`src/rtl/dmem_responder_if.sv`:
```
// Request/response bundle between the MEM stage and the multi-cycle data memory responder.
// The pipeline side uses the master modport, the responder uses the slave modport.
interface dmem_responder_if;
    logic        req_valid;
    logic        req_we;
    logic [31:0] req_addr;
    logic [31:0] req_wdata;
    logic        req_ready;
    logic        stall;
    logic        rsp_valid;
    logic [31:0] rsp_rdata;
    logic        rsp_err;

    // Pipeline (MEM stage) view
    modport master (
        output req_valid,
        output req_we,
        output req_addr,
        output req_wdata,
        input  req_ready,
        input  stall,
        input  rsp_valid,
        input  rsp_rdata,
        input  rsp_err
    );

    // Memory responder view
    modport slave (
        input  req_valid,
        input  req_we,
        input  req_addr,
        input  req_wdata,
        output req_ready,
        output stall,
        output rsp_valid,
        output rsp_rdata,
        output rsp_err
    );
endinterface

```
`src/rtl/dmem_responder.sv`:
```
// Multi-cycle data memory responder for the MEM stage.
// Accepts one load/store in IDLE, waits LATENCY cycles, performs the access on the last
// WAIT edge and pulses rsp_valid for one cycle in RESP. The pipeline is stalled from the
// request cycle until RESP so it advances in the same cycle the response is seen.
// Optional feature: define DMEM_ERR_EN to flag out-of-range or misaligned addresses
// (no write, zero read data, rsp_err=1); otherwise the word index wraps and rsp_err is 0.
module dmem_responder #(
    parameter int unsigned DEPTH_WORDS = 64,
    parameter int unsigned LATENCY     = 2
) (
    input  logic             clock,
    input  logic             reset,
    dmem_responder_if.slave  bus
);

    localparam int unsigned DATA_W = 32;
    localparam int unsigned ADDR_W = 32;
    localparam int unsigned IDX_W  = $clog2(DEPTH_WORDS);
    localparam int unsigned CNT_W  = (LATENCY > 1) ? $clog2(LATENCY) : 1;

    typedef enum logic [1:0] {
        ST_IDLE = 2'd0,
        ST_WAIT = 2'd1,
        ST_RESP = 2'd2
    } state_e;

    state_e              state_q,     state_d;
    logic [CNT_W-1:0]    count_q,     count_d;
    logic                req_we_q,    req_we_d;
    logic [ADDR_W-1:0]   req_addr_q,  req_addr_d;
    logic [DATA_W-1:0]   req_wdata_q, req_wdata_d;
    logic [DATA_W-1:0]   rsp_rdata_q, rsp_rdata_d;
    logic                rsp_err_q,   rsp_err_d;

    logic [IDX_W-1:0]    idx_c;
    logic                addr_err_c;
    logic                mem_we_c;

    logic [DATA_W-1:0]   mem [DEPTH_WORDS];

    // Word index and address check on the latched request
    always_comb begin
        idx_c = req_addr_q[2 +: IDX_W];
`ifdef DMEM_ERR_EN
        addr_err_c = (req_addr_q >= ADDR_W'(4 * DEPTH_WORDS)) || (req_addr_q[1:0] != 2'b00);
`else
        addr_err_c = 1'b0;
`endif
    end

`ifndef DMEM_ERR_EN
    // Upper and byte-offset address bits play no part when indices wrap
    logic unused_addr_bits_c;
    assign unused_addr_bits_c = ^{req_addr_q[ADDR_W-1:IDX_W+2], req_addr_q[1:0]};
`endif

    // Next-state, request capture and access logic
    always_comb begin
        state_d     = state_q;
        count_d     = count_q;
        req_we_d    = req_we_q;
        req_addr_d  = req_addr_q;
        req_wdata_d = req_wdata_q;
        rsp_rdata_d = rsp_rdata_q;
        rsp_err_d   = rsp_err_q;
        mem_we_c    = 1'b0;

        case (state_q)
            ST_IDLE: begin
                if (bus.req_valid) begin
                    req_we_d    = bus.req_we;
                    req_addr_d  = bus.req_addr;
                    req_wdata_d = bus.req_wdata;
                    count_d     = CNT_W'(LATENCY - 1);
                    state_d     = ST_WAIT;
                end
            end
            ST_WAIT: begin
                if (count_q != '0) begin
                    count_d = count_q - CNT_W'(1);
                end else begin
                    state_d = ST_RESP;
                    if (addr_err_c) begin
                        rsp_rdata_d = '0;
                        rsp_err_d   = 1'b1;
                    end else if (req_we_q) begin
                        mem_we_c    = 1'b1;
                        rsp_rdata_d = '0;
                        rsp_err_d   = 1'b0;
                    end else begin
                        rsp_rdata_d = mem[idx_c];
                        rsp_err_d   = 1'b0;
                    end
                end
            end
            ST_RESP: begin
                state_d = ST_IDLE;
            end
            default: begin
                state_d = ST_IDLE;
            end
        endcase
    end

    // State, latched request and response registers
    always_ff @(posedge clock or posedge reset) begin
        if (reset) begin
            state_q     <= ST_IDLE;
            count_q     <= '0;
            req_we_q    <= 1'b0;
            req_addr_q  <= '0;
            req_wdata_q <= '0;
            rsp_rdata_q <= '0;
            rsp_err_q   <= 1'b0;
        end else begin
            state_q     <= state_d;
            count_q     <= count_d;
            req_we_q    <= req_we_d;
            req_addr_q  <= req_addr_d;
            req_wdata_q <= req_wdata_d;
            rsp_rdata_q <= rsp_rdata_d;
            rsp_err_q   <= rsp_err_d;
        end
    end

    // Storage array; intentionally not reset so contents survive a pipeline reset
    always_ff @(posedge clock) begin
        if (mem_we_c) begin
            mem[idx_c] <= req_wdata_q;
        end
    end

    // Handshake outputs decoded from the state register
    assign bus.req_ready = (state_q == ST_IDLE);
    assign bus.stall     = ((state_q == ST_IDLE) && bus.req_valid) || (state_q == ST_WAIT);
    assign bus.rsp_valid = (state_q == ST_RESP);
    assign bus.rsp_rdata = rsp_rdata_q;
    assign bus.rsp_err   = rsp_err_q;

endmodule

```
`src/flat_wrapper.sv`:
```
// flat-port wrapper written by rule: the top's interface ports become plain ports
module dmem_responder_flat 
#(
    parameter int unsigned DEPTH_WORDS = 64,
    parameter int unsigned LATENCY     = 2
)
  (clock, reset, bus_req_valid, bus_req_we, bus_req_addr, bus_req_wdata, bus_req_ready, bus_stall, bus_rsp_valid, bus_rsp_rdata, bus_rsp_err);
  dmem_responder_if bus_i ();
  input  logic clock;
  input  logic reset;
  input wire logic [$bits(bus_i.req_valid)-1:0] bus_req_valid;
  input wire logic [$bits(bus_i.req_we)-1:0] bus_req_we;
  input wire logic [$bits(bus_i.req_addr)-1:0] bus_req_addr;
  input wire logic [$bits(bus_i.req_wdata)-1:0] bus_req_wdata;
  output wire logic [$bits(bus_i.req_ready)-1:0] bus_req_ready;
  output wire logic [$bits(bus_i.stall)-1:0] bus_stall;
  output wire logic [$bits(bus_i.rsp_valid)-1:0] bus_rsp_valid;
  output wire logic [$bits(bus_i.rsp_rdata)-1:0] bus_rsp_rdata;
  output wire logic [$bits(bus_i.rsp_err)-1:0] bus_rsp_err;
  assign bus_i.req_valid = bus_req_valid;
  assign bus_i.req_we = bus_req_we;
  assign bus_i.req_addr = bus_req_addr;
  assign bus_i.req_wdata = bus_req_wdata;
  assign bus_req_ready = bus_i.req_ready;
  assign bus_stall = bus_i.stall;
  assign bus_rsp_valid = bus_i.rsp_valid;
  assign bus_rsp_rdata = bus_i.rsp_rdata;
  assign bus_rsp_err = bus_i.rsp_err;
  dmem_responder #(.DEPTH_WORDS(DEPTH_WORDS), .LATENCY(LATENCY)) u_core (.clock(clock), .reset(reset), .bus(bus_i));
endmodule
```
`config.mk`:
```
export PLATFORM = sky130hd
export DESIGN_NAME = dmem_responder_flat
export DESIGN_NICKNAME = d
export VERILOG_FILES = /design/src/rtl/dmem_responder_if.sv /design/src/rtl/dmem_responder.sv /design/src/flat_wrapper.sv
export SDC_FILE = /design/constraint.sdc
export NUM_CORES = 2
export LEC_CHECK = 0
export CAP_MARGIN = 20
export CORE_ASPECT_RATIO = 1.5
export CORE_MARGIN = 2
export CORE_UTILIZATION = 30
export DETAILED_ROUTE_END_ITERATION = 10
export GPL_ROUTABILITY_DRIVEN = 0
export PLACE_DENSITY = 0.49
export SLEW_MARGIN = 30
export SYNTH_ARGS = -nofsm -noshare
export SYNTH_HDL_FRONTEND = slang
export SYNTH_SLANG_ARGS = --single-unit
```
`constraint.sdc`:
```
create_clock -name clock -period 6.2 [get_ports clock]
set_input_delay 1.24 -clock clock [delete_from_list [all_inputs] [get_ports clock]]
set_output_delay 1.24 -clock clock [all_outputs]
set_load 0.05 [all_outputs]
```
==> run_results.csv <==
group,metric,value,unit
worst_setup_path,start_kind,"flip-flop",
power,p_clk_share,26.6,%
global_route,grt_pass1_vias,46341,
layout,regArea,63400,um^2
run_status,status,"completed",
global_route,grt_max_degree,101,
clocking,ctsRootBufferMaster,"clkbuf_16",
power,p_leak,28.3,nW
timing,slew_violations,0,
drt,drc,0,
floorplanning,die-width,426,um
timing,rsz0062_at_grt,"no",
layout,layout-drive-gt1-share,15.7,%
power,p_sw,16.7,mW
synthesis,ys_seq_area_share,78.9,%
timing,setup_violations,0,
clocking,holdBufCountCts,0,
clocking,cts_setup_buffers,0,
floorplanning,core,266000,um^2
synthesis,yosys_warnings,0,
synthesis,async_reset_ff_share,3.49,%
drt,wl_per_cell,32.8,um
timing,fmax,0.241,GHz
synthesis,ys_types,67,
placement,io_buffer_count,76,
timing,fin_ws,2.05,ns
floorplanning,start_util,30.2,%
drt,dr.pass1.iters,6,
synthesis,avgSynthCellArea,17.5,um^2
layout,final_cell_mix,"edfxtp_1, a22oi_1, a221oi_1",
timing,finalHoldViolCount,0,
worst_setup_path,cp_data_required_time,6.74,ns
worst_setup_path,startpoint,"u_core.state_q[1]",
timing,finalClockSkew,0.0533,ns
worst_setup_path,worstSetupEndpointType,"flip-flop",
placement,place_ws,1.95,ns
clocking,clock_latency,0.88,ns
placement,hpwl,164,mm
power,swShare,36.7,%
synthesis,netlist_area,80300,um^2
global_route,grt_pass1_wl,380,mm
worst_setup_path,worstPathArrival,4.69,ns
layout,synthToLayoutAreaGrowth,15.8,%
layout,fin_nets,4806,
worst_setup_path,rr_startpoint,"u_core.state_q[1]",
drt,drt_wl_total,276,mm
timing,relSlewSlack,31.0,%
clocking,post_cts_resized,0,
floorplanning,die_area,272000,um^2
global_route,antenna_found_initial,16,
timing,fin_crit,4.15,ns
min_path,min_from,"u_core.req_wdata_q[27]",
power,p_seq_share,42.2,%
clocking,clkTransAtPathRegs,0.07,ns
synthesis,synth_edf_count,2048,
drt,vias_per_cell,5.54,
clocking,cts_max_level,4,
synthesis,ys_seq_elements,2122,
drt,drtIter0Drc,5086,
power,power_density,489,nW/um^2
synthesis,ys.flop_type,"edfxtp_1",
floorplanning,rows,232,
power,ir_worst_vdd,516,uV
floorplanning,die_h,638,um
clocking,cts_tree,"built",
timing,tightest_slew,1.03,ns
worst_setup_path,worstSetupPathType,"flip-flop to flip-flop",
layout,multi_input_area,16000,um^2
synthesis,synthCells,4583,
clocking,cts_sinks,2122,
power,internal_power,28.8,mW
worst_setup_path,path_max_fanout,20,
clocking,cts.path.max_buffers,4,
run,drv_cap,0,
power,p_comb_share,31.2,%
layout,final_common_cell,"edfxtp_1",
drt,vias,46584,
timing,finalCritPeriodShare,66.9,%
timing,setup_tns,0,ns
synthesis,syn_nets,4651,
drt,drtAntennaViolNets,0,
layout,nFillCells,24910,
global_route,grt_util_all_layers,19.8,%
min_path,hold_path.class,"flip-flop to flip-flop",
clocking,cts_made_buffers,200,
global_route,overflow,0,
floorplanning,io_pins,104,
## stage by stage
| step | std cells | util (%) | cell area [um^2] | power, mW | hold WS, ns |
|---|---|---|---|---|---|
| 6_report | 8406 | 34.9 | 93000 | 45.5 | 0.515 |
| 5_1_grt | 8405 | 34.9 | 93000 | 47.0 | 0.527 |
| 4_1_cts | 8403 | 34.9 | 93000 | 45.7 | 0.518 |
| 3_5_place_dp | 8046 | 32.6 | 86700 | 33.7 | 0.502 |
| 3_3_place_gp | 8039 | 32.5 | 86500 | 33.5 | 0.499 |
| 2_1_floorplan | 4583 | - | 80300 | 26.9 | 0.481 |
## layout make-up
class	count	area share, %
sequential	2122	68.2
timing repair buffer	298	3.09
antenna	3	0.00807
clock buffer	275	5.95
inverter	6	0.0377
tap	3510	4.72
multi-input combinational	2110	17.2
clock inverter	82	0.794
## layer usage
metal,track usage [%],part of all wire (%),up-vias
met5,0,0.038,-
met4,7.49,3.9,10
met3,2.73,6.4,517
met2,34.6,51,2086
met1,24.7,39,24595
li1,-,-,19376
## kinds of logic (layout without fill, tap and decap cells)
logic type / Yosys count / after routing / share of synthesized area (%)
other cells: 1 / 4 / 0.00467
compound gates: 1356 / 1356 / 12.4
buf+inv: 351 / 661 / 1.98
simple gates: 446 / 446 / 2.55
flops: 2122 / 2122 / 78.9
mux: 307 / 307 / 4.22
## registers in the layout, summed over array words and instances, names as in the netlist
| name | flops |
|---|---|
| u_core.count_q | 1 |
| u_core.req_addr_q | 6 |
| u_core.req_wdata_q | 32 |
| u_core.mem | 2048 |
| u_core.state_q | 2 |
| u_core.bus.rsp_rdata | 32 |
| u_core.req_we_q | 1 |
## power by group through the flow
| stage | combinational (mW) | sequential (mW) | clock [mW] |
|---|---|---|---|
| detailed placement | 14.2 | 19.5 | 0 |
| global route | 14.9 | 19.3 | 12.8 |
| finish | 14.2 | 19.2 | 12.1 |
| floorplan | 6.86 | 20.0 | 0 |
| global placement | 14.1 | 19.5 | 0 |
| CTS | 14.2 | 19.2 | 12.3 |
## critical path, stage by stage, from the launching register on
cell and delay, ns:
dfrtp_1 0.43, or3b_1 0.43, inv_2 0.35, nand2_1 0.15, buf_4 0.28, nor2_1 0.25, nand2_1 0.64, nor2_4 0.97
buf_12 0.28
## synth_stat cells, drive strengths merged (10+ instances only)
master	count	area (um^2)
a21oi	107	536
a221o	46	460
a221oi	242	2120
a222oi	13	130
a22o	46	403
a22oi	432	3240
a31oi	24	150
and4	11	96.3
buf	193	993
clkbuf	152	571
dfrtp	74	1850
edfxtp	2048	61500
mux2	124	1400
mux2i	170	1700
mux4	13	293
nand2	73	274
nand3	15	75.1
nor2	216	813
nor3	60	312
nor4	28	175
o21ai	142	711
o221ai	16	140
o22a	25	219
o22ai	194	1210
o2bb2ai	10	87.6
## final timing paths
check                                         endpoint  slack [ns]  cells past startpoint
worst max-delay path                  u_core.mem[1][6]        2.05                      8
worst min-delay path            u_core.req_wdata_q[27]        0.52                      1
worst max register to register        u_core.mem[1][6]        2.05                      8
worst min register to register  u_core.req_wdata_q[27]        0.52                      1
max in group asynchronous         u_core.req_addr_q[4]        4.31                      3
min in group asynchronous       u_core.req_wdata_q[17]        0.85                      2
(Power assumes the default switching activity.)
